<file path="config.mk">
export PLATFORM = sky130hd
export DESIGN_NAME = wb_result_stage
export DESIGN_NICKNAME = d
export VERILOG_FILES = /design/src/rtl/wb_result_stage.sv
export SDC_FILE = /design/constraint.sdc
export NUM_CORES = 1
export LEC_CHECK = 0
export CAP_MARGIN = 10
export CORE_UTILIZATION = 45
export CTS_CLUSTER_DIAMETER = 50
export DETAILED_ROUTE_END_ITERATION = 8
export GPL_ROUTABILITY_DRIVEN = 0
export GPL_TIMING_DRIVEN = 0
export PLACE_DENSITY = 0.83
export SLEW_MARGIN = 20
export SYNTH_ARGS = -nofsm -noshare
export SYNTH_HDL_FRONTEND = slang
export SYNTH_SLANG_ARGS = --single-unit
</file>
<file path="constraint.sdc">
create_clock -name clk -period 2.2 [get_ports clk]
set_input_delay 0.44 -clock clk [delete_from_list [all_inputs] [get_ports clk]]
set_output_delay 0.44 -clock clk [all_outputs]
set_load 0.1 [all_outputs]
</file>
<file path="src/rtl/wb_result_stage.sv">
`default_nettype none
// ============================================================================
//  Module      : wb_result_stage
//  Description : Registered write-back stage for the RV32 core.
//                It chooses the register-file write value from these sources:
//                ALU result, load data, PC+PC_INC, AUIPC result or LUI
//                immediate. Load data is aligned, then sign- or zero-extended.
//                When a load accepts before its data is back, the stage holds
//                upstream off until the memory returns the data.
//  Ports       : clk, rst_n (async, active-low)
//                in_valid/in_ready   - upstream handshake (in_ready = IDLE)
//                in_sel, in_funct3, in_addr_lo, in_rd, in_pc, in_alu,
//                in_auipc, in_imm    - instruction results and control
//                mem_rvalid/mem_rdata - data-memory read return
//                rf_we/rf_waddr/rf_wdata - register-file write port
//                wb_err              - pulse for a reserved sel/funct3 accept
//  Revision    : 1.0 - initial release
// ============================================================================
module wb_result_stage #(
    parameter int XLEN   = 32,
    parameter int RIDX_W = 5,
    parameter int PC_INC = 4
) (
    input  logic              clk,
    input  logic              rst_n,
    input  logic              in_valid,
    output logic              in_ready,
    input  logic [2:0]        in_sel,
    input  logic [2:0]        in_funct3,
    input  logic [1:0]        in_addr_lo,
    input  logic [RIDX_W-1:0] in_rd,
    input  logic [XLEN-1:0]   in_pc,
    input  logic [XLEN-1:0]   in_alu,
    input  logic [XLEN-1:0]   in_auipc,
    input  logic [XLEN-1:0]   in_imm,
    input  logic              mem_rvalid,
    input  logic [31:0]       mem_rdata,
    output logic              rf_we,
    output logic [RIDX_W-1:0] rf_waddr,
    output logic [XLEN-1:0]   rf_wdata,
    output logic              wb_err
);

    localparam logic [0:0] c_ST_IDLE     = 1'b0;
    localparam logic [0:0] c_ST_WAIT_MEM = 1'b1;

    localparam logic [2:0] c_SEL_ALU   = 3'd0;
    localparam logic [2:0] c_SEL_LOAD  = 3'd1;
    localparam logic [2:0] c_SEL_LINK  = 3'd2;
    localparam logic [2:0] c_SEL_AUIPC = 3'd3;
    localparam logic [2:0] c_SEL_LUI   = 3'd4;

    localparam logic [2:0] c_F3_LB  = 3'b000;
    localparam logic [2:0] c_F3_LH  = 3'b001;
    localparam logic [2:0] c_F3_LW  = 3'b010;
    localparam logic [2:0] c_F3_LBU = 3'b100;
    localparam logic [2:0] c_F3_LHU = 3'b101;

    logic [0:0]        r_state;
    logic [RIDX_W-1:0] r_ld_rd;
    logic [2:0]        r_ld_funct3;
    logic [1:0]        r_ld_addr_lo;
    logic              r_rf_we;
    logic [RIDX_W-1:0] r_rf_waddr;
    logic [XLEN-1:0]   r_rf_wdata;
    logic              r_wb_err;

    logic              w_accept;
    logic              w_sel_reserved;
    logic              w_f3_valid;
    logic [XLEN-1:0]   w_sel_value;
    logic [XLEN-1:0]   w_load_now;
    logic [XLEN-1:0]   w_load_wait;

    // Pick the byte or halfword that the load addresses out of the word.
    // Then extend it to XLEN. A halfword uses only addr_lo[1]. LW ignores
    // addr_lo, and it still sign-extends when XLEN is wider than 32.
    function automatic logic [XLEN-1:0] load_extend(
        input logic [2:0]  f3,
        input logic [1:0]  lo,
        input logic [31:0] word
    );
        logic [7:0]  v_byte;
        logic [15:0] v_half;
        logic [XLEN-1:0] v_res;
        case (lo)
            2'd0:    v_byte = word[7:0];
            2'd1:    v_byte = word[15:8];
            2'd2:    v_byte = word[23:16];
            default: v_byte = word[31:24];
        endcase
        v_half = lo[1] ? word[31:16] : word[15:0];
        case (f3)
            c_F3_LB:  v_res = XLEN'($signed(v_byte));
            c_F3_LH:  v_res = XLEN'($signed(v_half));
            c_F3_LW:  v_res = XLEN'($signed(word));
            c_F3_LBU: v_res = XLEN'(v_byte);
            c_F3_LHU: v_res = XLEN'(v_half);
            default:  v_res = '0;
        endcase
        return v_res;
    endfunction

    assign in_ready = (r_state == c_ST_IDLE);
    assign w_accept = in_valid && in_ready;

    always_comb begin
        w_sel_reserved = (in_sel > c_SEL_LUI);
        w_f3_valid     = (in_funct3 == c_F3_LB)  || (in_funct3 == c_F3_LH) ||
                         (in_funct3 == c_F3_LW)  || (in_funct3 == c_F3_LBU) ||
                         (in_funct3 == c_F3_LHU);
        w_load_now     = load_extend(in_funct3, in_addr_lo, mem_rdata);
        w_load_wait    = load_extend(r_ld_funct3, r_ld_addr_lo, mem_rdata);
        case (in_sel)
            c_SEL_LOAD:  w_sel_value = w_load_now;
            c_SEL_LINK:  w_sel_value = in_pc + XLEN'(PC_INC);  // wraps modulo 2^XLEN
            c_SEL_AUIPC: w_sel_value = in_auipc;
            c_SEL_LUI:   w_sel_value = in_imm;
            default:     w_sel_value = in_alu;
        endcase
    end

    // rf_waddr and rf_wdata change only on a real write. Between writes they
    // keep the last written values.
    always_ff @(posedge clk or negedge rst_n) begin
        if (!rst_n) begin
            r_state      <= c_ST_IDLE;
            r_ld_rd      <= '0;
            r_ld_funct3  <= '0;
            r_ld_addr_lo <= '0;
            r_rf_we      <= 1'b0;
            r_rf_waddr   <= '0;
            r_rf_wdata   <= '0;
            r_wb_err     <= 1'b0;
        end else begin
            r_rf_we  <= 1'b0;
            r_wb_err <= 1'b0;
            case (r_state)
                c_ST_IDLE: begin
                    if (w_accept) begin
                        if (w_sel_reserved || ((in_sel == c_SEL_LOAD) && !w_f3_valid)) begin
                            r_wb_err <= 1'b1;
                        end else if ((in_sel == c_SEL_LOAD) && !mem_rvalid) begin
                            r_ld_rd      <= in_rd;
                            r_ld_funct3  <= in_funct3;
                            r_ld_addr_lo <= in_addr_lo;
                            r_state      <= c_ST_WAIT_MEM;
                        end else if (in_rd != '0) begin
                            r_rf_we    <= 1'b1;
                            r_rf_waddr <= in_rd;
                            r_rf_wdata <= w_sel_value;
                        end
                    end
                end
                c_ST_WAIT_MEM: begin
                    if (mem_rvalid) begin
                        r_state <= c_ST_IDLE;
                        // A load to x0 still waits for its data, but it does not write.
                        if (r_ld_rd != '0) begin
                            r_rf_we    <= 1'b1;
                            r_rf_waddr <= r_ld_rd;
                            r_rf_wdata <= w_load_wait;
                        end
                    end
                end
                default: r_state <= c_ST_IDLE;
            endcase
        end
    end

    assign rf_we    = r_rf_we;
    assign rf_waddr = r_rf_waddr;
    assign rf_wdata = r_rf_wdata;
    assign wb_err   = r_wb_err;

endmodule
`default_nettype wire

</file>
==> impl_results.md <==
- Mapped Area: 0.00547 sq mm
- Worst Tran Pin Value: approximately 1.1 ns
- Failing checks: design-rule violations, negative setup slack
- CTS clk-pin slew, worst paths: about 0.07 ns
- Max VDD drop: 355 uV
- Clk root buf: clkbuf_16
- TritonCTS Buffers: 5
- 1st-iter DRT viols: ~1100
- Hold Slack: 0.166 ns
- Synth Area in Compound Gates: 0.332
- CP Class: in2reg
- Final worst setup slack: -0.0760 ns
- Wirelength per Cell: 22.8 um
- Vias per inst: 6.74
- 1st-pass router iterations: 9
- Hold WC Path Type: in2async
- Fraction of registers with async set/reset: 1.00
- # setup viols final: 3
- Detailed Route WL: 24.9 mm
- Synthesis Warnings: 0
- Rel. slew slack: 0.291
- IO Port Bufs: 210
- Grt met1 use: 0.505
- DR vias: 7363
- CP max-delay cell: clkdlybuf4s50_1
- Synth Register Bits: 50
- Syn_area_per_cell: 7.56 sq um
- Synth Area in Adders: 0.00229
- Lkg Pwr: about 3.2 nW
- Comb power frac: 0.607
- Critical path's top delay family: simple AND/OR/NAND/NOR gates
- Critical path launch point type: input port
- M2 GR Usage: 0.592
- Final instance area: 0.00818 sq mm
- DRT antenna net count: 0
- Largest net degree at the start of global routing: 51
- Synth cell types: 75
- DIE HEIGHT: 112 um
- Area growth syn-to-layout: 49.6%
- Post-Syn Instances: 723
- GRT met3 Usage: 0.114
- CTS tree: built
- Hpwl dp: between 15 and 20 mm
- Nets@finish: 1126
- Worst EP required: 2.39 ns
- Sw Share: 0.518
- Final-layout fill cell count: 976
- RSZ-0062 raised after global routing: true
- Critical-path cell list: clkdlybuf4s50_1, and3_2, nand3_1, nor3_1, xor2_1, a21oi_1, o31ai_1
- Arr. time, crit path: 2.47 ns
- IO Count: 217
- PwrDens: 678 mW/mm^2
- Core Rows: 39
- Die X: 112 um
- Fin crit share: 1.03
- Grt total ovfl: 0
- Core Region: ~0.012 sq mm
- Mapped Nets: 901
- Hold Vio Cnt, Final: 0
- DR DRC count: 11
- GR Util All Layers: 0.385
- CP max FO: 5
- Pre-CTS setup slack: -0.567 ns
- Antenna Cells: 0
- Xor-xnor portion of the synthesized cell area: 0.0449
- Post-synth EDFFs: 0
- Main synth FF type: dfrtp_1
- Clock sink total: 50
- Starting Density: 0.471
- Die ar.: 0.0126 sq mm
- Outcome: complete, but fails checks
- Max incr delay on CP: 0.55 ns
- Post-Synth Simple-Gate Area: 0.244
- NetSw: around 2.9 mW
- Final Core Density: 0.704
- Clock power share: 0.167
- Crit path time final: 2.28 ns
- Sequential share of power: 0.226
- CP endpoint kind: flop
- Most Crowded Layer GR: met2
- Hold Buf Count CTS: 0
- Internal power: between 2 and 3 mW
- Max-slew violations: 0
- Number of global-route vias before repair: 6807
- Crit path buf inv count: 1
- Main combinational cell family by area after synthesis: compound AO/OA/AOI/OAI gates
- Clock tree buffer depth: 2
- Mux cell area share after synthesis: 0.0803
- Post-place instance area: 0.00774 sq mm
- First-pass GRT wire length: roughly 38 mm
- F_max: between 400 and 500 MHz
- Layout cells sized above 1: 0.153
- Clock latency on the worst-skew pair: approximately 0.29 ns
- Register area share after synthesis: 0.229
- Worst Clk Skew: 0.00306 ns
- Initial antenna violation count: 0
- Max_cap viols: 0
- Htree depth: 2
==> cell type report <==
type / count / area (sq um) / area share
clock buffer: 6 / 129 / 0.0158
sequential: 50 / 1250 / 0.153
inverter: 12 / 47.5 / 0.00581
tap: 143 / 179 / 0.0219
buffer: 59 / 345 / 0.0422
timing repair buffer: 220 / 2150 / 0.262
multi-input combinational: 600 / 4040 / 0.494
clock inverter: 2 / 37.5 / 0.00459
==> Yosys cell counts (3+ instances only) <==
library cell | number | area, sq um
xor2_1 | 16 | 140
nand4_1 | 6 | 37.5
nor2_1 | 56 | 210
o22ai_1 | 19 | 119
a22oi_1 | 11 | 82.6
a31oi_1 | 13 | 81.3
xnor2_1 | 12 | 105
and2_1 | 11 | 68.8
nand2_1 | 97 | 364
buf_6 | 5 | 56.3
a31o_2 | 3 | 26.3
inv_1 | 11 | 41.3
mux4_2 | 5 | 113
buf_4 | 5 | 37.5
mux2i_1 | 12 | 120
nor2b_1 | 15 | 93.8
a211oi_1 | 22 | 165
and3_1 | 5 | 31.3
mux2_2 | 17 | 191
o31ai_1 | 13 | 97.6
a21oi_1 | 70 | 350
nor3_1 | 13 | 65.1
a22o_1 | 5 | 43.8
o21ai_1 | 4 | 20.0
a221o_1 | 3 | 30.0
o22a_1 | 12 | 105
o211ai_1 | 5 | 37.5
clkbuf_1 | 18 | 67.6
buf_2 | 26 | 130
o221ai_1 | 5 | 43.8
a221oi_1 | 8 | 70.1
nor4_1 | 8 | 50.1
o2111ai_1 | 3 | 26.3
a21o_1 | 5 | 37.5
a222oi_1 | 7 | 70.1
and4_1 | 4 | 35.0
dfrtp_1 | 50 | 1250
clkbuf_2 | 5 | 25.0
nand3_1 | 25 | 125
o21ai_0 | 42 | 210
a32oi_1 | 3 | 26.3
nand2b_1 | 4 | 25.0
==> power by group through the flow <==
stage | clock, mW | sequential, mW | combinational [mW]
2_1_floorplan | 0 | 2.44 | 1.03
3_3_place_gp | 0 | 1.26 | 3.29
3_5_place_dp | 0 | 1.27 | 3.31
4_1_cts | 0.904 | 1.25 | 3.25
5_1_grt | 0.940 | 1.27 | 3.48
6_report | 0.926 | 1.25 | 3.37
==> cell families after synthesis <==
group,Yosys count
xor gates and xnor gates,28
adders and majority gates,1
AOI/OAI and AO/OA,271
DFF,50
and+or+nand+nor,265
buffers and inverters,73
muxes,35
==> registers in the layout, indices dropped and copies added, names as in the netlist <==
signal        cells
r_ld_rd           5
r_ld_addr_lo      2
r_state           1
wb_err            1
r_ld_funct3       3
rf_wdata         32
rf_waddr          5
rf_we             1
==> timing repair <==
item	4_1_cts	5_1_grt
endpoints found under the setup margin	78	40
hold endpoints to repair	0	0
gates resized for setup	77	51
pin swaps	6	11
setup buffers	5	4
gates cloned	1	0
==> metrics by stage <==
step                      setup TNS, ns  cells  power (mW)
after floorplan                       0    723        3.47
after global placement           -59.24   1076        4.56
after detailed placement         -20.10   1076        4.59
after CTS                             0   1090        5.40
after global routing             -0.594   1092        5.70
final                            -0.120   1092        5.55
==> routing by layer <==
metal | routed length [um] | part of all wire
met5 | 0 | 0
met4 | 1260 | 0.051
met3 | 3900 | 0.16
met2 | 10700 | 0.43
met1 | 9090 | 0.36
==> path summary, 6_finish.rpt <==
check                                                start                        to  depth (start not counted)  slack (ns)
worst min register to register     rf_waddr[2]$_DFFE_PN0P_   rf_waddr[2]$_DFFE_PN0P_                          2        0.48
worst max register to register  r_ld_funct3[0]$_DFFE_PN0P_   rf_wdata[6]$_DFFE_PN0P_                          6        0.07
worst min-delay path                                 rst_n   rf_waddr[4]$_DFFE_PN0P_                          1        0.17
min in group clk                                  in_rd[2]    r_ld_rd[2]$_DFFE_PN0P_                          2        0.45
worst max-delay path                             in_pc[16]  rf_wdata[24]$_DFFE_PN0P_                          7       -0.08
max in group asynchronous                            rst_n   rf_wdata[2]$_DFFE_PN0P_                          1        1.57
==> placed cells by master (no fill, tap or decap), types with 6 or more instances in the layout <==
cell,instances
dlygate4sd2_1,47
clkdlybuf4s50_1,155
mux2i_1,12
xnor2_1,12
nor2_1,54
a211oi_1,13
o22ai_1,19
nor3_1,10
o22a_1,12
a221oi_1,6
a22oi_1,11
dfrtp_1,50
a211oi_2,9
xor2_1,16
a222oi_1,7
buf_4,15
clkbuf_2,13
nand4_1,6
buf_6,8
a21oi_2,7
nor2b_1,15
a21oi_1,63
and2_1,11
o21ai_0,41
o31ai_1,13
nand3_1,24
inv_1,11
mux2_2,17
buf_2,24
nand2_1,96
clkbuf_1,10
a31oi_1,13
Note: power is estimated with default switching activity, not from simulation.
